<file path="src/rtl/fp8_add_arbiter.sv">
// Two-requester round-robin front end for one shared FP8 adder: one operation
// in flight, enable window sized to ADD_LAT, result returned to the issuer.
module fp8_add_arbiter #(
  parameter int ADD_LAT = 1
) (
  input  logic       clk,
  input  logic       rst_n,
  input  logic       req0_valid,
  output logic       req0_ready,
  input  logic [7:0] req0_a,
  input  logic [7:0] req0_b,
  input  logic       req1_valid,
  output logic       req1_ready,
  input  logic [7:0] req1_a,
  input  logic [7:0] req1_b,
  output logic       rsp0_valid,
  input  logic       rsp0_ready,
  output logic [7:0] rsp0_data,
  output logic       rsp1_valid,
  input  logic       rsp1_ready,
  output logic [7:0] rsp1_data,
  output logic [7:0] add_a,
  output logic [7:0] add_b,
  output logic       add_en,
  input  logic [7:0] add_sum,
  output logic       busy
);

  typedef enum logic [1:0] {IDLE, WAIT, RESP} state_t;

  localparam logic [2:0] CNT_INIT = 3'(ADD_LAT);

  state_t     state;
  logic       lg;
  logic       gid;
  logic [2:0] cnt;
  logic [7:0] op_a;
  logic [7:0] op_b;
  logic [7:0] res;

  logic       idle;
  logic       win;
  logic       grant_vld;

  // On a tie the requester that did not win last time takes the grant.
  assign idle       = (state == IDLE);
  assign win        = req1_valid & (~req0_valid | ~lg);
  assign grant_vld  = idle & (req0_valid | req1_valid);
  assign req0_ready = idle & req0_valid & ~win;
  assign req1_ready = idle & req1_valid & win;

  assign add_a      = op_a;
  assign add_b      = op_b;
  assign add_en     = (state == WAIT);
  assign busy       = ~idle;
  assign rsp0_valid = (state == RESP) & ~gid;
  assign rsp1_valid = (state == RESP) & gid;
  assign rsp0_data  = res;
  assign rsp1_data  = res;

  always_ff @(posedge clk) begin
    if (!rst_n) begin
      state <= IDLE;
      lg    <= 1'b1;
      gid   <= 1'b0;
      cnt   <= '0;
      op_a  <= '0;
      op_b  <= '0;
      res   <= '0;
    end else begin
      case (state)
        IDLE: begin
          if (grant_vld) begin
            op_a  <= win ? req1_a : req0_a;
            op_b  <= win ? req1_b : req0_b;
            gid   <= win;
            cnt   <= CNT_INIT;
            state <= WAIT;
          end
        end
        WAIT: begin
          if (cnt != 3'd0) begin
            cnt <= cnt - 3'd1;
          end else begin
            res   <= add_sum;
            state <= RESP;
          end
        end
        RESP: begin
          if (gid ? rsp1_ready : rsp0_ready) begin
            lg    <= gid;
            state <= IDLE;
          end
        end
        default: state <= IDLE;
      endcase
    end
  end

endmodule

</file>
<file path="config.mk">
export PLATFORM = sky130hd
export DESIGN_NAME = fp8_add_arbiter
export DESIGN_NICKNAME = d
export VERILOG_FILES = /design/src/rtl/fp8_add_arbiter.sv
export SDC_FILE = /design/constraint.sdc
export NUM_CORES = 1
export LEC_CHECK = 0
export CAP_MARGIN = 20
export CORE_MARGIN = 10
export CORE_UTILIZATION = 34
export CTS_CLUSTER_DIAMETER = 80
export DETAILED_ROUTE_END_ITERATION = 8
export PLACE_DENSITY = 0.74
export REMOVE_ABC_BUFFERS = 1
export SETUP_SLACK_MARGIN = 0.5
export SYNTH_ARGS = -nofsm -noshare
export SYNTH_HDL_FRONTEND = slang
export SYNTH_SLANG_ARGS = --single-unit
</file>
<file path="constraint.sdc">
create_clock -name clk -period 1.5 [get_ports clk]
set_clock_uncertainty 0.2 [all_clocks]
set_input_delay 0.225 -clock clk [delete_from_list [all_inputs] [get_ports clk]]
set_output_delay 0.225 -clock clk [all_outputs]
set_load 0.01 [all_outputs]
</file>
==> impl_metrics.ini <==
[run_status]
status = complete, but fails checks
violations = negative setup slack

[floorplan]
fp.coreArea_mm2 = 0.00406
fp.dieW_um = 85.4
die_y_um = 85.4
pin_count = 84
start_util_pct = 35.9
dieArea_mm2 = 0.00730
placementRows = 23

[setup_path]
crit_chain = inv_2 -> ha_4 -> and3b_1 -> nor4b_2 -> xor2_1 -> and2_1
crit_family = simple AND/OR/NAND/NOR gates
crit_start = cnt[0]$_SDFFE_PN0P_
timing.rr.start = cnt[0]$_SDFFE_PN0P_
critPathArrivalTime_ns = 1.57
path_max_fanout = 3
worstPathRequired_ns = 1.53
critical_path_class = reg2reg
cp-end-kind = register
slowest_delay_ns = 0.34
cpMaxStageDelayCell = dfxtp_2
crit_cells = 6
cp-start-kind = register
endpoint = cnt[2]$_SDFFE_PN0P_
worst-path-buf-inv = 1
ff2ff_setup_slack_ns = -0.04
r2r-end = cnt[2]$_SDFFE_PN0P_
reg2regPathDepth = 6

[grt]
grt-ovfl-total = 0
antenna_found_initial = 0
grtUsageMet1_pct = 13.2
met2_usage_pct = 26.2
grt_max_degree = 17
grt_pass1_wl_um = 8210
grt_usage_pct = 13.9
grt_pass1_vias = 1608
gr-usage-met3_pct = 6.88
busiest_layer = met2

[final_layout]
drive_gt1_share_pct = 66.3
utilization_pct = 77.1
fin_nets = 312
layout_commonest_cell = buf_6
final_cell_mix = 45 x buf_6, 43 x clkdlybuf4s50_1, 29 x buf_4, 26 x dfxtp_2, 16 x o2bb2ai_2
area_growth_pct = 115
n_antenna_cell = 0

[logic_synthesis]
synthCells = 145
synth.distinct_cells = 33
synth_top_cell_by_area = dfxtp_1
synth_ff_type = dfxtp_1
avgSynthCellArea_um2 = 10.0
ys_ff_latch = 31
yosysWarningCount = 0
synth_edf_count = 0
yosys-top-cells-area = dfxtp_1 43%, mux2i_1 12%, o2bb2ai_1 9.6%
yosysSeqAreaShare_pct = 42.6
synth_top_area_share_pct = 42.6
netlist_area_mm2 = 0.00146
synthArstFlopShare_pct = 0

[sta]
setup_ws_ns = -0.0432
fin_crit_ns = 1.54
rsz0062_at_grt = true
finalCritPeriodShare_pct = 103
slew_viol_final = 0
final-hold-violation-count = 0
timing.fmax_ghz = 0.648
maxSlewHeadroom_pct = 80.5
tightestPinTransition_ns = 0.292
finalSetupViolations = 22

[detailed_routing]
drt_iter0_markers = 70
num_vias = 1520
routed_wl_um = 5440
dr.pass1.iters = 3
vias_per_cell = 4.84
wl_per_cell_um = 17.3
ant_nets = 0
post-route-drc-count = 0

[cts]
cts_buffers = 5
cts.htree.levels = 2
clkTransAtPathRegs_ns = 0.07
cts_tree = built
cts_hold_buf = 0
clockBufferDepth = 2
clockRootBuffer = clkbuf_8
cts_sinks = 31
insertion_delay_ns = 0.28

[pwr]
p_leak_nw = 1.32
vdd_ir_drop_max_mv = 0.658
power_density_mw_per_mm2 = 1080
finalPower_mw = 3.38

[place]
dp_hpwl_um = 3400
portBuffers = 83
dp_slack_ns = -0.543
place_congestion = 0.774

[hold_path]
holdCritPathClass = reg2reg

[flow_run]
drv_cap = 0
[cell families (layout without fill, tap and decap cells)]
family	Yosys count	count (layout)	share of synthesized area (%)
flip-flops	31	31	42.6
AND/OR/NAND/NOR	40	41	15.5
XOR/XNOR	1	1	0.602
AO/OA/AOI/OAI	35	35	18.6
buffers and inverters	18	136	8.51
multiplexers	18	18	12.5
adder cells (fa/ha/maj)	2	2	1.72
[flip-flops by register name, summed over array words and instances (netlist names)]
| register | cells |
|---|---|
| add_a | 8 |
| add_b | 8 |
| rsp0_data | 8 |
| cnt | 3 |
| state | 2 |
| gid | 1 |
| lg | 1 |
[cell usage after synthesis, drive strengths merged (3+ instances only)]
cell type / number
buf: 14
nor2b: 3
mux2i: 17
nand2: 20
and2: 5
a21oi: 3
nor2: 3
a21boi: 11
inv: 3
dfxtp: 31
o2bb2ai: 16
o21ai: 3
[worst reg2reg max path, stage by stage, from the launching register on]
cell	delay (ns)
dfxtp_2	0.34
inv_2	0.05
ha_4	0.16
and3b_1	0.21
nor4b_2	0.24
xor2_1	0.16
and2_1	0.13
[timing repair]
item,in CTS,in global routing
pin swaps,21,6
resized for setup,283,25
gates cloned,4,0
endpoints found under the hold margin,0,0
endpoints found under the setup margin,69,69
buffers inserted,6,15
[worst min path at each step]
| stage | startpoint | endpoint | slack, ns | cells past startpoint |
|---|---|---|---|---|
| floorplan | rst_n | lg$_SDFFE_PN1P_ | 0.10 | 1 |
| global placement | add_b[0]$_SDFFE_PN0P_ | add_b[0]$_SDFFE_PN0P_ | 0.25 | 1 |
| detailed placement | add_b[3]$_SDFFE_PN0P_ | add_b[3]$_SDFFE_PN0P_ | 0.25 | 1 |
| CTS | add_a[5]$_SDFFE_PN0P_ | add_a[5]$_SDFFE_PN0P_ | 0.26 | 1 |
| global route | add_sum[4] | rsp0_data[4]$_SDFFE_PN0P_ | 0.27 | 3 |
| finish | add_a[6]$_SDFFE_PN0P_ | add_a[6]$_SDFFE_PN0P_ | 0.26 | 1 |
[cell type report]
class,count,area [µm²]
multi-input cells,97,992
inverters,3,11.3
flip-flops and latches,31,668
well taps,50,62.6
fillers,247,931
clock inverters,1,5.00
repair buffers,126,1310
clock buffers,6,82.6
[stage by stage]
step | setup TNS, ns | area [µm²] | instances | hold slack (ns)
final | -0.378 | 3130 | 314 | 0.259
after global routing | -1.81 | 3130 | 314 | 0.270
after CTS | -0.115 | 2920 | 299 | 0.263
after detailed placement | -8.21 | 2390 | 282 | 0.246
after global placement | -7.25 | 2390 | 282 | 0.246
after floorplan | -12.39 | 1340 | 130 | 0.101
[report_power, final]
part | switching, mW | internal (mW) | total [mW]
registers | 0.128 | 0.980 | 1.11
logic | 0.635 | 0.982 | 1.62
clock network | 0.299 | 0.359 | 0.658
total | 1.06 | 2.32 | 3.38
[metal layers]
layer  wire length, µm  share of wire, %
met5                 0                 0
met3               410               7.5
met1              1950                36
met4                27              0.50
met2              3060                56
No activity file was read; power rests on OpenSTA's default activity.
==> RTL edit 1, RTL diff (config.mk and constraints unchanged) <==
The 3 states of `state_t` get a one-hot encoding in 3 bits.
--- a/src/rtl/fp8_add_arbiter.sv
+++ b/src/rtl/fp8_add_arbiter.sv
@@ -26,7 +26,7 @@
   output logic       busy
 );
 
-  typedef enum logic [1:0] {IDLE, WAIT, RESP} state_t;
+  typedef enum logic [2:0] {IDLE = 3'b001, WAIT = 3'b010, RESP = 3'b100} state_t;
 
   localparam logic [2:0] CNT_INIT = 3'(ADD_LAT);
 
Check against the original RTL: no difference found for any inputs over 10 cycles, from zero or initial values and one cycle with rst_n low; not proved beyond that.
==> RTL edit 1 against the original RTL <==
- sequential cell count grew 1
- critical path type is now flip-flop to primary output
- highest routed layer unchanged
- synthesized area increased by 6.0%
- largest power group unchanged
- the flow still finishes with violations (negative setup slack)
- wire length is 0.74% lower
- sequential share of layout area rose by 1.6 points
- fmax decreased by 12%
- worst setup slack lost 0.20 ns
- cell area fell by 4.5%
- non-clock buffer count fell by 6
- cell count up 5.1%
- total power shrank 17%
==> RTL edit 1: results (changes against the original RTL) <==
slowest stage cell, crit path=dfxtp_4; total of buffers placed on input and output ports=83 (unchanged); share of synthesized registers carrying an async set or reset=0 (unchanged); aggregate global-route resource usage=0.133 (-0.00652); wire per inst=16.4 µm (-5.5%); maximum single-stage delay on the critical path=0.38 ns (+0.04 ns); clock buffers created by TritonCTS=5 (unchanged); YS warnings=0 (unchanged); number of inserted diodes=0 (unchanged); largest voltage drop on the vdd net=0.487 mV (-26%); kind of critical path=flip-flop to primary output; count of final setup violators=31 (+41%); final worst slack=-0.245 ns (-0.202 ns); most used flip-flop cell after synthesis=dfxtp_1; half-perimeter wire length of the detailed placement result=3.70 mm (+8.6%); leading post-synthesis cells by instance count=32 x dfxtp_1, 27 x a21oi_1, 17 x mux2i_1, 16 x a211oi_1; number of fill cells=351 (+42%); result of the run=complete, but fails checks; initial antenna violation count=0 (unchanged); clock network latency to the later pin of the worst-skew pair=0.28 ns (about the same); via-per-instance ratio=5.11 (+5.6%); number of cells in the design after placement=304 (+7.8%); number of nets in the layout=325 (+4.2%); critical path's top delay family=buffers and inverters; critical path peak fanout=4 (+1); sequential fraction of the synthesis area=0.415 (-0.0112); violations in the final reports=negative setup slack; max-capacitance violation count=0 (unchanged); largest net degree at the start of global routing=17 (unchanged); Detailed Routing Iterations Pass 1=4 (+1); accumulated negative setup slack=-3.56 ns (-3.18 ns); RR Startpoint=state[0]; vias in the first global route=1733 (+7.8%); total congestion overflow=0 (unchanged); clock root cell=clkbuf_8; Rel. slew slack=0.698 (-0.108); count of different cell masters after synthesis=33 (unchanged); wire length of the first global-routing pass=8.22 mm (+0.16%); path category of the worst min-delay check=flip-flop to flip-flop; most area-consuming cells after synthesis=dfxtp_1 42%, mux2i_1 11%, a21oi_1 8.8%, a211oi_1 7.8%, buf_4 4.9%; Final Wtd Congestion=0.760 (-1.7%); detailed-route wire length=5.40 mm (-0.74%); number of buffers between clock root and the deepest sink=2 (unchanged); clock-pin transition on the worst setup and hold timing paths=0.07 ns (about the same); Static Leakage=1.22 nW (-7.3%); layout cells sized above 1=0.486 (-0.177); launch instance of the worst min-delay path=cnt[0]; Max H-tree Level=2 (unchanged); number of instances in the synthesized netlist=172 (+19%); First DRT Iteration DRCs=143 (+100%)
## RTL edit 1: cell families after synthesis
kind of cell,after synthesis,share of synthesized area
AOI/OAI and AO/OA,62,0.247
DFF,32,0.415
and+or+nand+nor,31,0.115
buffers and inverters,28,0.0957
muxes,17,0.110
adders and majority gates,2,0.0162
## RTL edit 1: power breakdown
part | total [mW] | leakage, nW | switching (mW) | internal, mW
registers | 1.04 | 0.274 | 0.0772 | 0.959
logic | 1.10 | 0.904 | 0.449 | 0.649
clock network | 0.670 | 0.0455 | 0.296 | 0.374
total | 2.80 | 1.22 | 0.822 | 1.98
## RTL edit 1: routing by layer
layer	global-route usage	wire length [µm]	vias up
li1	-	-	830
met1	0.136	2160	777
met4	0.0348	49	0
met2	0.234	2630	74
met5	0	0	-
met3	0.0655	568	6
## RTL edit 1: path summary, 6_finish.rpt
path | depth (start not counted) | endpoint | slack (ns)
setup / recovery | 6 | req1_ready | -0.25
hold / removal | 1 | cnt[0] | 0.26
setup reg to reg | 7 | cnt[2] | -0.20
hold reg to reg | 1 | cnt[0] | 0.26
## RTL edit 1: repair_timing
item | CTS | global route
setup endpoints to repair | 70 | 70
hold buffers | 0 | 0
setup buffers | 9 | 7
pin swaps | 2 | 15
gates resized for setup | 240 | 32
cloned | 1 | 1
## RTL edit 1: cell type report
class	count	share of cell area
multi-input combinational	112	0.295
clock buffer	8	0.0302
inverter	6	0.00754
tap	52	0.0218
timing repair buffer	120	0.416
sequential	32	0.230
## RTL edit 1: stage by stage
stage / cell area, µm² / setup WS [ns]
final: 2990 / -0.245
after global routing: 2990 / -0.324
after CTS: 2800 / -0.226
after detailed placement: 2480 / -0.535
after global placement: 2480 / -0.503
after floorplan: 1420 / -1.39
==> RTL edit 2, RTL diff (same settings) <==
Without the edit above. Reset style: asynchronous (`rst_n`), changed in one clocked block.
--- a/src/rtl/fp8_add_arbiter.sv
+++ b/src/rtl/fp8_add_arbiter.sv
@@ -58,7 +58,7 @@
   assign rsp0_data  = res;
   assign rsp1_data  = res;
 
-  always_ff @(posedge clk) begin
+  always_ff @(posedge clk or negedge rst_n) begin
     if (!rst_n) begin
       state <= IDLE;
       lg    <= 1'b1;
Behaviour: differs if rst_n is asserted again (counterexample within 4 cycles, from zero or initial values and one cycle with rst_n low); with rst_n held inactive, the same outputs for 10 cycles.
==> RTL edit 2 against the original RTL <==
- the run still ends with negative setup slack left
- synthesized area rose by 7.3%
- count of clock-buffer cells in the layout up 1
- sequential share of layout area rose by 4.1 points
- worst setup slack got worse by 0.18 ns
- cell area down 2.0%
- wire length down 2.1%
- sequential cell count stayed put
- highest routed layer unchanged
Power is not compared: it rests on default switching activity, and its combinational part moved more than twofold at a synthesized area within 25%.
==> RTL edit 2: results (changes against the original RTL) <==
aggregate global-route resource usage=0.137 (-0.00276); met2 GRT Util=0.216 (-0.0453); RR Startpoint=state[1]; number of buffers between clock root and the deepest sink=2 (unchanged); result of the run=complete, but fails checks; number of fill cells=322 (+30%); maximum single-stage delay on the critical path=0.57 ns (+0.23 ns); wire length of the first global-routing pass=8.33 mm (+1.4%); most used flip-flop cell after synthesis=dfrtp_1; half-perimeter wire length of the detailed placement result=3.60 mm (+5.7%); layout cells sized above 1=0.494 (-0.169); First DRT Iteration DRCs=24 (-66%); final worst slack=-0.224 ns (-0.181 ns); number of instances in the synthesized netlist=138 (-4.8%); clock-pin transition on the worst setup and hold timing paths=0.07 ns (about the same); via-per-instance ratio=4.75 (-1.9%); detailed-route wire length=5.33 mm (-2.1%); Detailed Routing Iterations Pass 1=5 (+2); slowest stage cell, crit path=dfstp_2; most area-consuming cells after synthesis=dfrtp_1 48%, mux2i_1 12%, a31oi_1 6.4%, a21oi_1 6.1%, mux2_2 5.8%; met1 WL=2.17 mm (+12%); violations in the final reports=negative setup slack; net switching fraction of the power=0.347; leading post-synthesis cells by instance count=30 x dfrtp_1, 19 x a21oi_1, 18 x mux2i_1, 16 x a31oi_1; final std cells w/o fill=317 (+0.96%); number of setup buffers added after CTS=13 (+7); count of different cell masters after synthesis=27 (-18%); Rel. slew slack=0.851 (+0.0457); sequential fraction of the synthesis area=0.498 (+0.0711); Final Wtd Congestion=0.700 (-9.5%); data arrival time at the worst-slack endpoint=1.30 ns (-0.27 ns); Gates resized, CTS repair=223 (-21%); wire length on met2=2.44 mm (-20%); Detail Route met3 WL=654 µm (+60%); startpoint of the worst setup timing path=lg; count of final setup violators=33 (+50%); GRT met1 Usage=0.148 (+0.0162); largest net degree at the start of global routing=32 (+15); vias in the first global route=1665 (+3.5%)
-- RTL edit 2: changes by cell type after synthesis, sizes merged, moves of 3 or more --
cell	delta
o2bb2ai	-14
a21boi	-11
o21ai	-3
mux2	+7
dfrtp	+30
and2	-3
dfxtp	-31
a31oi	+16
nand2	-17
a21oi	+16
-- RTL edit 2: path summary, 6_finish.rpt --
check	end	slack (ns)	cells after the start
setup / recovery	req0_ready	-0.22	3
hold / removal	rsp0_data[1]	0.09	2
setup reg to reg	rsp0_data[5]	-0.20	5
hold reg to reg	add_b[3]	0.34	2
max in group asynchronous	lg	0.78	2
min in group clk	state[0]	0.26	4
-- RTL edit 2: metrics by stage --
| step | hold WS, ns | cell area, µm² | TNS, ns |
|---|---|---|---|
| finish | 0.0897 | 3060 | -4.87 |
| global route | 0.102 | 3060 | -6.22 |
| CTS | 0.0941 | 2900 | -4.34 |
| detailed placement | 0.319 | 2550 | -10.52 |
| global placement | 0.313 | 2550 | -10.14 |
| floorplan | -0.271 | 1450 | -7.30 |
-- RTL edit 2: logic make-up (layout without fill, tap and decap cells) --
| logic type | count (synthesis) | count (layout) | share of synthesized area |
|---|---|---|---|
| buf+inv | 22 | 149 | 0.0857 |
| compound gates | 41 | 41 | 0.157 |
| fa+ha+maj | 2 | 2 | 0.0160 |
| simple gates | 16 | 16 | 0.0705 |
| flops | 31 | 31 | 0.498 |
| mux | 26 | 26 | 0.173 |
-- RTL edit 2: area by class of cell --
| type | instances | area [µm²] | share of cell area |
|---|---|---|---|
| sequential | 31 | 779 | 0.254 |
| timing repair buffer | 136 | 1330 | 0.433 |
| tap | 52 | 65.1 | 0.0212 |
| clock buffer | 7 | 96.3 | 0.0314 |
| clock inverter | 1 | 7.51 | 0.00245 |
| multi-input combinational | 85 | 771 | 0.252 |
| inverter | 5 | 18.8 | 0.00612 |
